==> config.mk <==
export PLATFORM = sky130hd
export DESIGN_NAME = ysyx_23060124_seq_ctrl
export DESIGN_NICKNAME = d
export VERILOG_FILES = /design/src/rtl/ysyx_23060124_seq_ctrl.sv
export SDC_FILE = /design/constraint.sdc
export NUM_CORES = 1
export LEC_CHECK = 0
export ABC_AREA = 1
export BUFFER_PORTS_ARGS = -buffer_cell sky130_fd_sc_hd__buf_2
export CORE_ASPECT_RATIO = 0.9
export CORE_MARGIN = 2
export CORE_UTILIZATION = 50
export CTS_BUF_LIST = sky130_fd_sc_hd__clkbuf_8
export CTS_CLUSTER_SIZE = 10
export DETAILED_ROUTE_END_ITERATION = 16
export PLACE_DENSITY = 0.79
export RECOVER_POWER = 100
export SLEW_MARGIN = 20
export SYNTH_ARGS = -nofsm -noshare
export SYNTH_HDL_FRONTEND = slang
export SYNTH_SLANG_ARGS = --single-unit
==> constraint.sdc <==
create_clock -name i_clk -period 1.4 [get_ports i_clk]
set_input_delay 0 -clock i_clk [delete_from_list [all_inputs] [get_ports i_clk]]
set_output_delay 0 -clock i_clk [all_outputs]
set_load 0.03 [all_outputs]
==> src/rtl/ysyx_23060124_seq_ctrl.sv <==
// ----------------------------------------------------------------------------
// ysyx_23060124_seq_ctrl
//
// Multi-cycle instruction sequencer for the single-issue core. Steps one
// instruction at a time through FETCH -> DECODE -> [MEM] -> WB and drives:
//   - the fetch request and the instruction-register load strobe
//   - the load/store unit request
//   - the register-file write strobe and the PC update strobe
// It stops in HALT on ebreak and in ERROR on a decode error, on a load that is
// also marked as a store, or on a handshake timeout.
//
// Parameters
//   WAIT_W   width of the handshake wait counter
//   TIMEOUT  max cycles spent in FETCH or MEM before ERROR (< 2**WAIT_W)
//
// Ports
//   i_clk         core clock
//   i_rst         synchronous reset, active-high
//   o_ifu_req     fetch request, high for the whole of FETCH
//   i_ifu_valid   fetched instruction valid (1-cycle pulse)
//   o_ins_latch   load the instruction register this cycle
//   i_dec_load    decoded instruction is a load
//   i_dec_store   decoded instruction is a store
//   i_dec_wen     decoded instruction writes rd
//   i_dec_ebreak  decoded instruction is ebreak
//   i_dec_err     decoder flagged an illegal encoding
//   o_lsu_req     LSU request, high for the whole of MEM
//   i_lsu_done    LSU access complete (1-cycle pulse)
//   o_rf_wen      register-file write strobe (1 cycle, WB only)
//   o_pc_upd      PC update strobe (1 cycle, WB only)
//   o_halt        sticky: ebreak retired
//   o_err         sticky: decode error, load&store, or timeout
//   o_state       current state encoding (debug)
//   o_cyc_cnt     [YSYX_23060124_PERF_CNT_EN only] running cycles outside HALT/ERROR
//   o_ins_cnt     [YSYX_23060124_PERF_CNT_EN only] retired instructions (WB count)
//
// Build option
//   YSYX_23060124_PERF_CNT_EN  adds the two 64-bit performance counters.
//
// States
//   state  | code | meaning
//   IDLE   |  0   | out of reset, starts fetching next cycle
//   FETCH  |  1   | fetch request held until the instruction arrives
//   DECODE |  2   | decoder outputs sampled, instruction class chosen
//   MEM    |  3   | LSU request held until the access completes
//   WB     |  4   | register write-back and PC update, one cycle
//   HALT   |  5   | ebreak retired, parked until reset
//   ERROR  |  6   | fault detected, parked until reset
// ----------------------------------------------------------------------------
module ysyx_23060124_seq_ctrl #(
    parameter int WAIT_W  = 8,
    parameter int TIMEOUT = 200
) (
    input  logic        i_clk,
    input  logic        i_rst,
    output logic        o_ifu_req,
    input  logic        i_ifu_valid,
    output logic        o_ins_latch,
    input  logic        i_dec_load,
    input  logic        i_dec_store,
    input  logic        i_dec_wen,
    input  logic        i_dec_ebreak,
    input  logic        i_dec_err,
    output logic        o_lsu_req,
    input  logic        i_lsu_done,
    output logic        o_rf_wen,
    output logic        o_pc_upd,
    output logic        o_halt,
    output logic        o_err,
    output logic [2:0]  o_state
`ifdef YSYX_23060124_PERF_CNT_EN
    ,
    output logic [63:0] o_cyc_cnt,
    output logic [63:0] o_ins_cnt
`endif
);

    typedef enum logic [2:0] {
        S_IDLE   = 3'd0,
        S_FETCH  = 3'd1,
        S_DECODE = 3'd2,
        S_MEM    = 3'd3,
        S_WB     = 3'd4,
        S_HALT   = 3'd5,
        S_ERROR  = 3'd6
    } state_t;

    state_t              r_state;
    state_t              w_next;
    logic [WAIT_W-1:0]   r_wait;
    logic                w_wait_tc;
    logic                r_wb_wen;
    logic                w_wb_wen_nxt;

    logic                r_ifu_req;
    logic                r_lsu_req;
    logic                r_rf_wen;
    logic                r_pc_upd;
    logic                r_halt;
    logic                r_err;

    // Last pending cycle: the counter holds the number of cycles already
    // spent waiting, so TIMEOUT-1 marks the TIMEOUT-th cycle of the state.
    assign w_wait_tc = (r_wait == WAIT_W'(TIMEOUT - 1));

    // Write enable for WB is captured in DECODE, where the decoder outputs
    // are defined to be valid; MEM -> WB reuses the captured value.
    assign w_wb_wen_nxt = (r_state == S_DECODE) ? (i_dec_wen & ~i_dec_store)
                                                : r_wb_wen;

    always_comb begin
        w_next = r_state;
        case (r_state)
            S_IDLE: begin
                w_next = S_FETCH;
            end
            S_FETCH: begin
                // A handshake arriving on the timeout cycle still wins.
                if (i_ifu_valid) begin
                    w_next = S_DECODE;
                end else if (w_wait_tc) begin
                    w_next = S_ERROR;
                end
            end
            S_DECODE: begin
                if (i_dec_err || (i_dec_load && i_dec_store)) begin
                    w_next = S_ERROR;
                end else if (i_dec_ebreak) begin
                    w_next = S_HALT;
                end else if (i_dec_load || i_dec_store) begin
                    w_next = S_MEM;
                end else begin
                    w_next = S_WB;
                end
            end
            S_MEM: begin
                if (i_lsu_done) begin
                    w_next = S_WB;
                end else if (w_wait_tc) begin
                    w_next = S_ERROR;
                end
            end
            S_WB: begin
                w_next = S_FETCH;
            end
            S_HALT: begin
                w_next = S_HALT;
            end
            S_ERROR: begin
                w_next = S_ERROR;
            end
            default: begin
                w_next = S_IDLE;
            end
        endcase
    end

    // State, wait counter and the state-decoded outputs all update together,
    // so every output is a flop that tracks the state register exactly.
    always_ff @(posedge i_clk) begin
        if (i_rst) begin
            r_state   <= S_IDLE;
            r_wait    <= '0;
            r_wb_wen  <= 1'b0;
            r_ifu_req <= 1'b0;
            r_lsu_req <= 1'b0;
            r_rf_wen  <= 1'b0;
            r_pc_upd  <= 1'b0;
            r_halt    <= 1'b0;
            r_err     <= 1'b0;
        end else begin
            r_state  <= w_next;
            r_wb_wen <= w_wb_wen_nxt;

            if (w_next != r_state) begin
                r_wait <= '0;
            end else if ((r_state == S_FETCH) || (r_state == S_MEM)) begin
                r_wait <= r_wait + 1'b1;
            end else begin
                r_wait <= '0;
            end

            r_ifu_req <= (w_next == S_FETCH);
            r_lsu_req <= (w_next == S_MEM);
            r_pc_upd  <= (w_next == S_WB);
            r_rf_wen  <= (w_next == S_WB) & w_wb_wen_nxt;
            r_halt    <= (w_next == S_HALT);
            r_err     <= (w_next == S_ERROR);
        end
    end

    assign o_ifu_req   = r_ifu_req;
    assign o_ins_latch = r_ifu_req & i_ifu_valid;
    assign o_lsu_req   = r_lsu_req;
    assign o_rf_wen    = r_rf_wen;
    assign o_pc_upd    = r_pc_upd;
    assign o_halt      = r_halt;
    assign o_err       = r_err;
    assign o_state     = r_state;

`ifdef YSYX_23060124_PERF_CNT_EN
    logic [63:0] r_cyc_cnt;
    logic [63:0] r_ins_cnt;

    // Cycle counter stops once the core is parked; both wrap naturally.
    always_ff @(posedge i_clk) begin
        if (i_rst) begin
            r_cyc_cnt <= '0;
            r_ins_cnt <= '0;
        end else begin
            if ((r_state != S_HALT) && (r_state != S_ERROR)) begin
                r_cyc_cnt <= r_cyc_cnt + 64'd1;
            end
            if (r_state == S_WB) begin
                r_ins_cnt <= r_ins_cnt + 64'd1;
            end
        end
    end

    assign o_cyc_cnt = r_cyc_cnt;
    assign o_ins_cnt = r_ins_cnt;
`else
    // Performance counters not built.
`endif

endmodule

==> flow_metrics.py, run 1 <==
metrics = {
    "outcome": {
        "status": "finished clean",
    },
    "power": {
        "power.leakage_nw": 0.516,
        "power_density_nw_per_um2": 1140,
        "ir_drop_mv": 0.923,
    },
    "clock_network": {
        "cts_buffer_depth": 2,
        "cts_buffers": 3,
        "clkSlewWorstSetupHoldPaths_ns": 0.07,
        "clk_latency_ns": 0.26,
        "cts-root-buf": "clkbuf_8",
        "clock-sinks": 18,
        "cts_tree": "yes",
        "htree_levels": 1,
    },
    "job": {
        "max_cap_viol_count": 0,
    },
    "sta": {
        "worst_pin_slew_ns": 0.373,
        "fin_crit_sh_pct": 96.3,
        "fmax_mhz": 742,
        "finalHoldViolations": 0,
        "slew_viol_final": 0,
        "timing.slew.headroom_pct": 75.2,
        "tns_ns": 0,
        "grt_setup_unrepaired": "yes",
        "hold_ws_ns": 0.186,
        "period_minus_slack_ns": 1.35,
        "clock_skew_ns": 0.00398,
        "finalSetupViolations": 0,
    },
    "setup_path": {
        "crit_fanout": 4,
        "end_kind": "flip-flop",
        "r2r_end": "o_rf_wen",
        "r2r_slack_ns": 0.05,
        "endpoint": "o_rf_wen",
        "startpoint": "r_wait[1]",
        "crit_path_start_kind": "flip-flop",
        "critPathArrivalTime_ns": 1.55,
        "r2r_start": "r_wait[1]",
        "cp_data_required_time_ns": 1.60,
        "worstRegToRegCells": 9,
        "criticalPathCategory": "flip-flop to flip-flop",
    },
    "logic_synthesis": {
        "synth_warnings": 0,
        "yosys.area_share.simple_pct": 34.8,
        "synth_mux_area_share_pct": 0,
        "synth_fa_ha_area_share_pct": 1.47,
        "syn-instance-count": 117,
        "synth_xor_area_share_pct": 5.13,
        "synth_cell_types": 21,
        "synth-seq-cells": 18,
        "syn-num-nets": 127,
        "syn-cell-area_sq_um": 853,
        "avgSynthCellArea_sq_um": 7.29,
        "ys_seq_area_share_pct": 42.2,
        "synth_compound_area_share_pct": 7.18,
        "synth_top_family_by_area": "simple AND/OR/NAND/NOR gates",
    },
    "cells_and_area": {
        "n_antenna_cell": 0,
        "area_delta_synth_final_pct": 29.2,
        "instances_no_fill": 166,
        "drive_above_1_share_pct": 33.1,
        "final_nets": 153,
        "fin_util_pct": 66.9,
        "layout_common_cells": "inv_1, nor2_1, nand2_1",
    },
    "placement": {
        "port_buffers": 18,
        "post-dp-hpwl_mm": 1.36,
        "dp.cells": 159,
        "place.gp.congestion": 0.816,
    },
    "floorplan": {
        "row_count": 14,
        "pin_count": 19,
        "initial_utilization_pct": 51.8,
        "core_sq_um": 1650,
        "fp.dieW_um": 47.5,
        "dieHeight_um": 43.2,
        "dieArea_sq_um": 2050,
    },
    "worst_hold_path": {
        "hold_path.class": "input pin to flip-flop",
        "min_from": "i_dec_store",
    },
    "global_route": {
        "overflow": 0,
        "grt_max_degree": 11,
        "grt_pass1_vias": 751,
        "grt_pass1_wl_mm": 2.90,
        "grtUsageTotal_pct": 20.4,
        "antenna_found_initial": 0,
    },
    "drt": {
        "via_count": 805,
        "dr.pass1.iters": 2,
        "wl_per_cell_um": 11.6,
        "wirelength_mm": 1.93,
        "viasPerCell": 4.85,
        "drcViolationCount": 0,
        "drtIter0Drc": 7,
        "antenna_left": 0,
    },
}
==> layout make-up <==
class | instances | area [sq um]
clock buffer | 4 | 55.1
fill | 158 | 544
inverter | 21 | 78.8
multi-input combinational | 78 | 463
sequential | 18 | 369
tap | 24 | 30.0
timing repair buffer | 21 | 106
==> stage by stage <==
step                      total power [mW]  instance area, sq um  setup slack, ns
final                                 1.26                  1100           0.0516
after global routing                  1.31                  1100          -0.0610
after CTS                             1.26                  1080          0.00361
after detailed placement             0.809                   975          -0.0790
after global placement               0.801                   975           0.0392
after floorplan                      0.742                   855          0.00440
==> power breakdown <==
part / total, mW / internal (mW) / switching, mW
logic: 0.259 / 0.0817 / 0.177
clock network: 0.432 / 0.250 / 0.182
registers: 0.571 / 0.542 / 0.0287
total: 1.26 / 0.874 / 0.387
==> per-layer routing <==
metal | vias up | part of all wire, % | GRT usage (%)
met5 | - | 0 | 0
met4 | 0 | 3.9 | 10.8
met2 | 27 | 49 | 31.6
met3 | 11 | 5.5 | 7.66
met1 | 360 | 42 | 23.7
li1 | 407 | - | -
==> synthesized netlist by cell type (all sizes together) <==
cell type   n  area, sq um
a21oi       5         36.3
nor3        3         20.0
xor2        3         26.3
inv        21         78.8
nor4        1         6.26
nand4       1         6.26
nor2       26          118
xnor2       2         17.5
dfxtp      18          360
o21ai       5         25.0
ha          1         12.5
nand2      23          101
nand3       8         45.0
==> worst min-delay path by stage <==
stage	end	slack [ns]	cells past startpoint
after detailed placement	r_wb_wen	0.24	2
after CTS	r_wb_wen	0.20	4
after global routing	r_wb_wen	0.25	4
after global placement	r_wb_wen	0.23	2
final	o_rf_wen	0.19	4
after floorplan	o_state[2]	0.07	1
==> flip-flops by register name, summed over array words and instances, names as in the netlist <==
signal / flops
o_rf_wen: 1
o_pc_upd: 1
o_state: 3
r_wb_wen: 1
o_ifu_req: 1
o_halt: 1
o_lsu_req: 1
o_err: 1
r_wait: 8
==> cell families (layout without fill, tap and decap cells) <==
logic type,Yosys count,in the layout
AND/OR/NAND/NOR,62,62
buffers and inverters,21,46
flip-flops,18,18
AO/OA/AOI/OAI,10,10
XOR/XNOR,5,5
adder cells (fa/ha/maj),1,1
==> timing repair <==
item / in CTS / in global routing
resized for setup: 6 / 13
pin swaps: 2 / 7
setup endpoints to repair: 13 / 16
hold buffers: 1 / 0
gates cloned: 0 / 0
buffers inserted: 2 / 0
endpoints found under the hold margin: 1 / 0
==> worst max-delay path, cell delays in order, from the launching register on <==
cell and delay, ns:
dfxtp_2 0.35, ha_4 0.16, nand2_4 0.07, nor2_4 0.12, nand2_4 0.08, a21oi_4 0.18
nor2_4 0.06, nor2_2 0.11, nand2_2 0.07, nor2_2 0.10
(Power assumes the default switching activity.)
==> inputs of run 2 (changes only) <==
--- a/config.mk
+++ b/config.mk
@@ -15,6 +15,7 @@
 export DETAILED_ROUTE_END_ITERATION = 16
 export PLACE_DENSITY = 0.79
 export RECOVER_POWER = 100
+export REMOVE_ABC_BUFFERS = 1
 export SLEW_MARGIN = 20
 export SYNTH_ARGS = -nofsm -noshare
 export SYNTH_HDL_FRONTEND = slang
==> constraint.sdc (replaced) <==
create_clock -name i_clk -period 1.35 [get_ports i_clk]
set_input_delay 0 -clock i_clk [delete_from_list [all_inputs] [get_ports i_clk]]
set_output_delay 0 -clock i_clk [all_outputs]
set_load 0.03 [all_outputs]
==> run 2 against run 1 <==
Effect of this change: critical path depth is 1 lower; first-iteration DRC count rose to 4.7 times the previous value; combinational power increased by 21%; power is 6.7% higher; final area is 6.5% higher; the run now ends with negative setup slack left; critical path type unchanged; register-to-register slack worse by 0.07 ns.
==> flow_metrics.py, run 2 (same netlist as run 1, synthesis figures left out) <==
metrics = {
    "outcome": {
        "status": "finished, violations left",
        "violations": "negative setup slack",
    },
    "global_route": {
        "grtUsageTotal_pct": 22.5,
        "grt_pass1_wl_mm": 3.20,
        "antenna_found_initial": 0,
        "grt_pass1_vias": 799,
        "grt_max_degree": 11,
        "overflow": 0,
    },
    "floorplan": {
        "dieArea_sq_um": 2050,
        "pin_count": 19,
        "initial_utilization_pct": 51.8,
        "core_sq_um": 1650,
        "fp.dieW_um": 47.5,
        "dieHeight_um": 43.2,
        "row_count": 14,
    },
    "setup_path": {
        "crit_fanout": 8,
        "end_kind": "flip-flop",
        "critPathArrivalTime_ns": 1.56,
        "r2r_start": "r_wait[1]",
        "r2r_end": "r_wait[5]",
        "criticalPathCategory": "flip-flop to flip-flop",
        "crit_buf_inv": 0,
        "crit_path_start_kind": "flip-flop",
        "crit_family": "simple AND/OR/NAND/NOR gates",
        "worstRegToRegCells": 8,
        "cp_slowest_cell": "dfxtp_4",
        "crit_chain": "ha_4 > nand2_4 > nor2_4 > nand3_1 > nand2_1 > nor2_2 > nand3_4 > nor2_1",
        "max_stage_delay_ns": 0.35,
        "startpoint": "r_wait[1]",
        "cp_data_required_time_ns": 1.54,
        "crit_cells": 8,
        "r2r_slack_ns": -0.02,
    },
    "cells_and_area": {
        "fin_area_sq_um": 1170,
        "layout_commonest_cell": "inv_1",
        "n_fill_cell": 133,
        "instances_no_fill": 171,
        "multi_input_area_sq_um": 499,
        "seqCellArea_sq_um": 370,
        "layout_common_cells": "inv_1, nor2_1, dfxtp_1",
        "area_delta_synth_final_pct": 37.5,
        "final_nets": 158,
        "top_register": "r_wait",
        "fin_util_pct": 71.3,
        "n_antenna_cell": 0,
        "drive_above_1_share_pct": 36.7,
        "largest_reg_flops": 8,
    },
    "clock_network": {
        "clkSlewWorstSetupHoldPaths_ns": 0.07,
        "clk_latency_ns": 0.26,
        "htree_levels": 1,
        "clock-sinks": 18,
        "cts_buffers": 3,
        "cts_tree": "yes",
        "cts_buffer_depth": 2,
        "cts-root-buf": "clkbuf_8",
    },
    "sta": {
        "tns_ns": -0.0542,
        "finalHoldViolations": 0,
        "slew_viol_final": 0,
        "hold_ws_ns": 0.197,
        "timing.slew.headroom_pct": 75.0,
        "worst_pin_slew_ns": 0.377,
        "grt_setup_unrepaired": "yes",
        "finalSetupViolations": 8,
        "fin_crit_sh_pct": 102,
        "setup_ws_ns": -0.0214,
        "fmax_mhz": 729,
        "clock_skew_ns": 0.00187,
        "period_minus_slack_ns": 1.37,
    },
    "drt": {
        "wirelength_mm": 2.15,
        "antenna_left": 0,
        "wl_per_cell_um": 12.6,
        "dr.pass1.iters": 4,
        "viasPerCell": 5.05,
        "drcViolationCount": 0,
        "via_count": 863,
        "drtIter0Drc": 33,
    },
    "placement": {
        "dp.cells": 162,
        "post-dp-hpwl_mm": 1.34,
        "port_buffers": 18,
        "place_area_sq_um": 996,
        "place.gp.congestion": 0.837,
        "place_ws_ns": -0.0731,
    },
    "power": {
        "power.leakage_nw": 0.539,
        "power_density_nw_per_um2": 1150,
        "total_power_mw": 1.35,
        "ir_drop_mv": 0.782,
    },
    "job": {
        "max_cap_viol_count": 0,
    },
    "worst_hold_path": {
        "hold_path.class": "input pin to flip-flop",
        "hold_depth": 4,
        "min_from": "i_dec_store",
        "hold_path_end": "r_wb_wen",
    },
}
## run 2: cell count changes in the layout (fill, tap and decap cells not counted), sizes merged
cell    previous run  this run
buf               13        15
clkbuf            11        14
## run 2: worst max-delay path by stage
stage                      endpoint  slack (ns)
after floorplan            o_rf_wen       -0.05
after global placement       o_halt       0.005
after detailed placement   o_rf_wen       -0.07
after CTS                  o_rf_wen        0.03
after global routing      r_wait[3]       -0.11
final                     r_wait[5]       -0.02
## run 2: worst reg2reg max path, delay by kind of cell, from the launching register on
kind                     cells  cell delay, ns
flip-flops                   1            0.35
AND/OR/NAND/NOR              7            0.78
adder cells (fa/ha/maj)      1            0.17
## run 2: per-layer routing
layer / global-route usage (%) / up-vias / share of wire, %
li1: - / 426 / -
met3: 7.66 / 13 / 5.8
met5: 0 / - / 0
met1: 25.0 / 378 / 42
met2: 34.6 / 46 / 47
met4: 15.7 / 0 / 4.2
## run 2: power by group
| group | leakage [nW] | internal (mW) | total (mW) | switching, mW |
|---|---|---|---|---|
| clock network | 0.0288 | 0.259 | 0.444 | 0.184 |
| registers | 0.148 | 0.560 | 0.588 | 0.0277 |
| logic | 0.362 | 0.102 | 0.314 | 0.212 |
| total | 0.539 | 0.922 | 1.35 | 0.424 |
## run 2: final cells by class
class	instances	share of cell area (%)
well taps	24	2.56
inverters	21	6.72
clock buffers	4	4.69
flip-flops and latches	18	31.6
repair buffers	26	11.9
multi-input cells	78	42.5
## run 2: timing repair
item / 4_1_cts / 5_1_grt
setup buffers: 1 / 3
hold endpoints to repair: 2 / 0
setup endpoints to repair: 16 / 16
pin swaps: 2 / 3
hold buffers: 1 / 0
resized for setup: 11 / 17
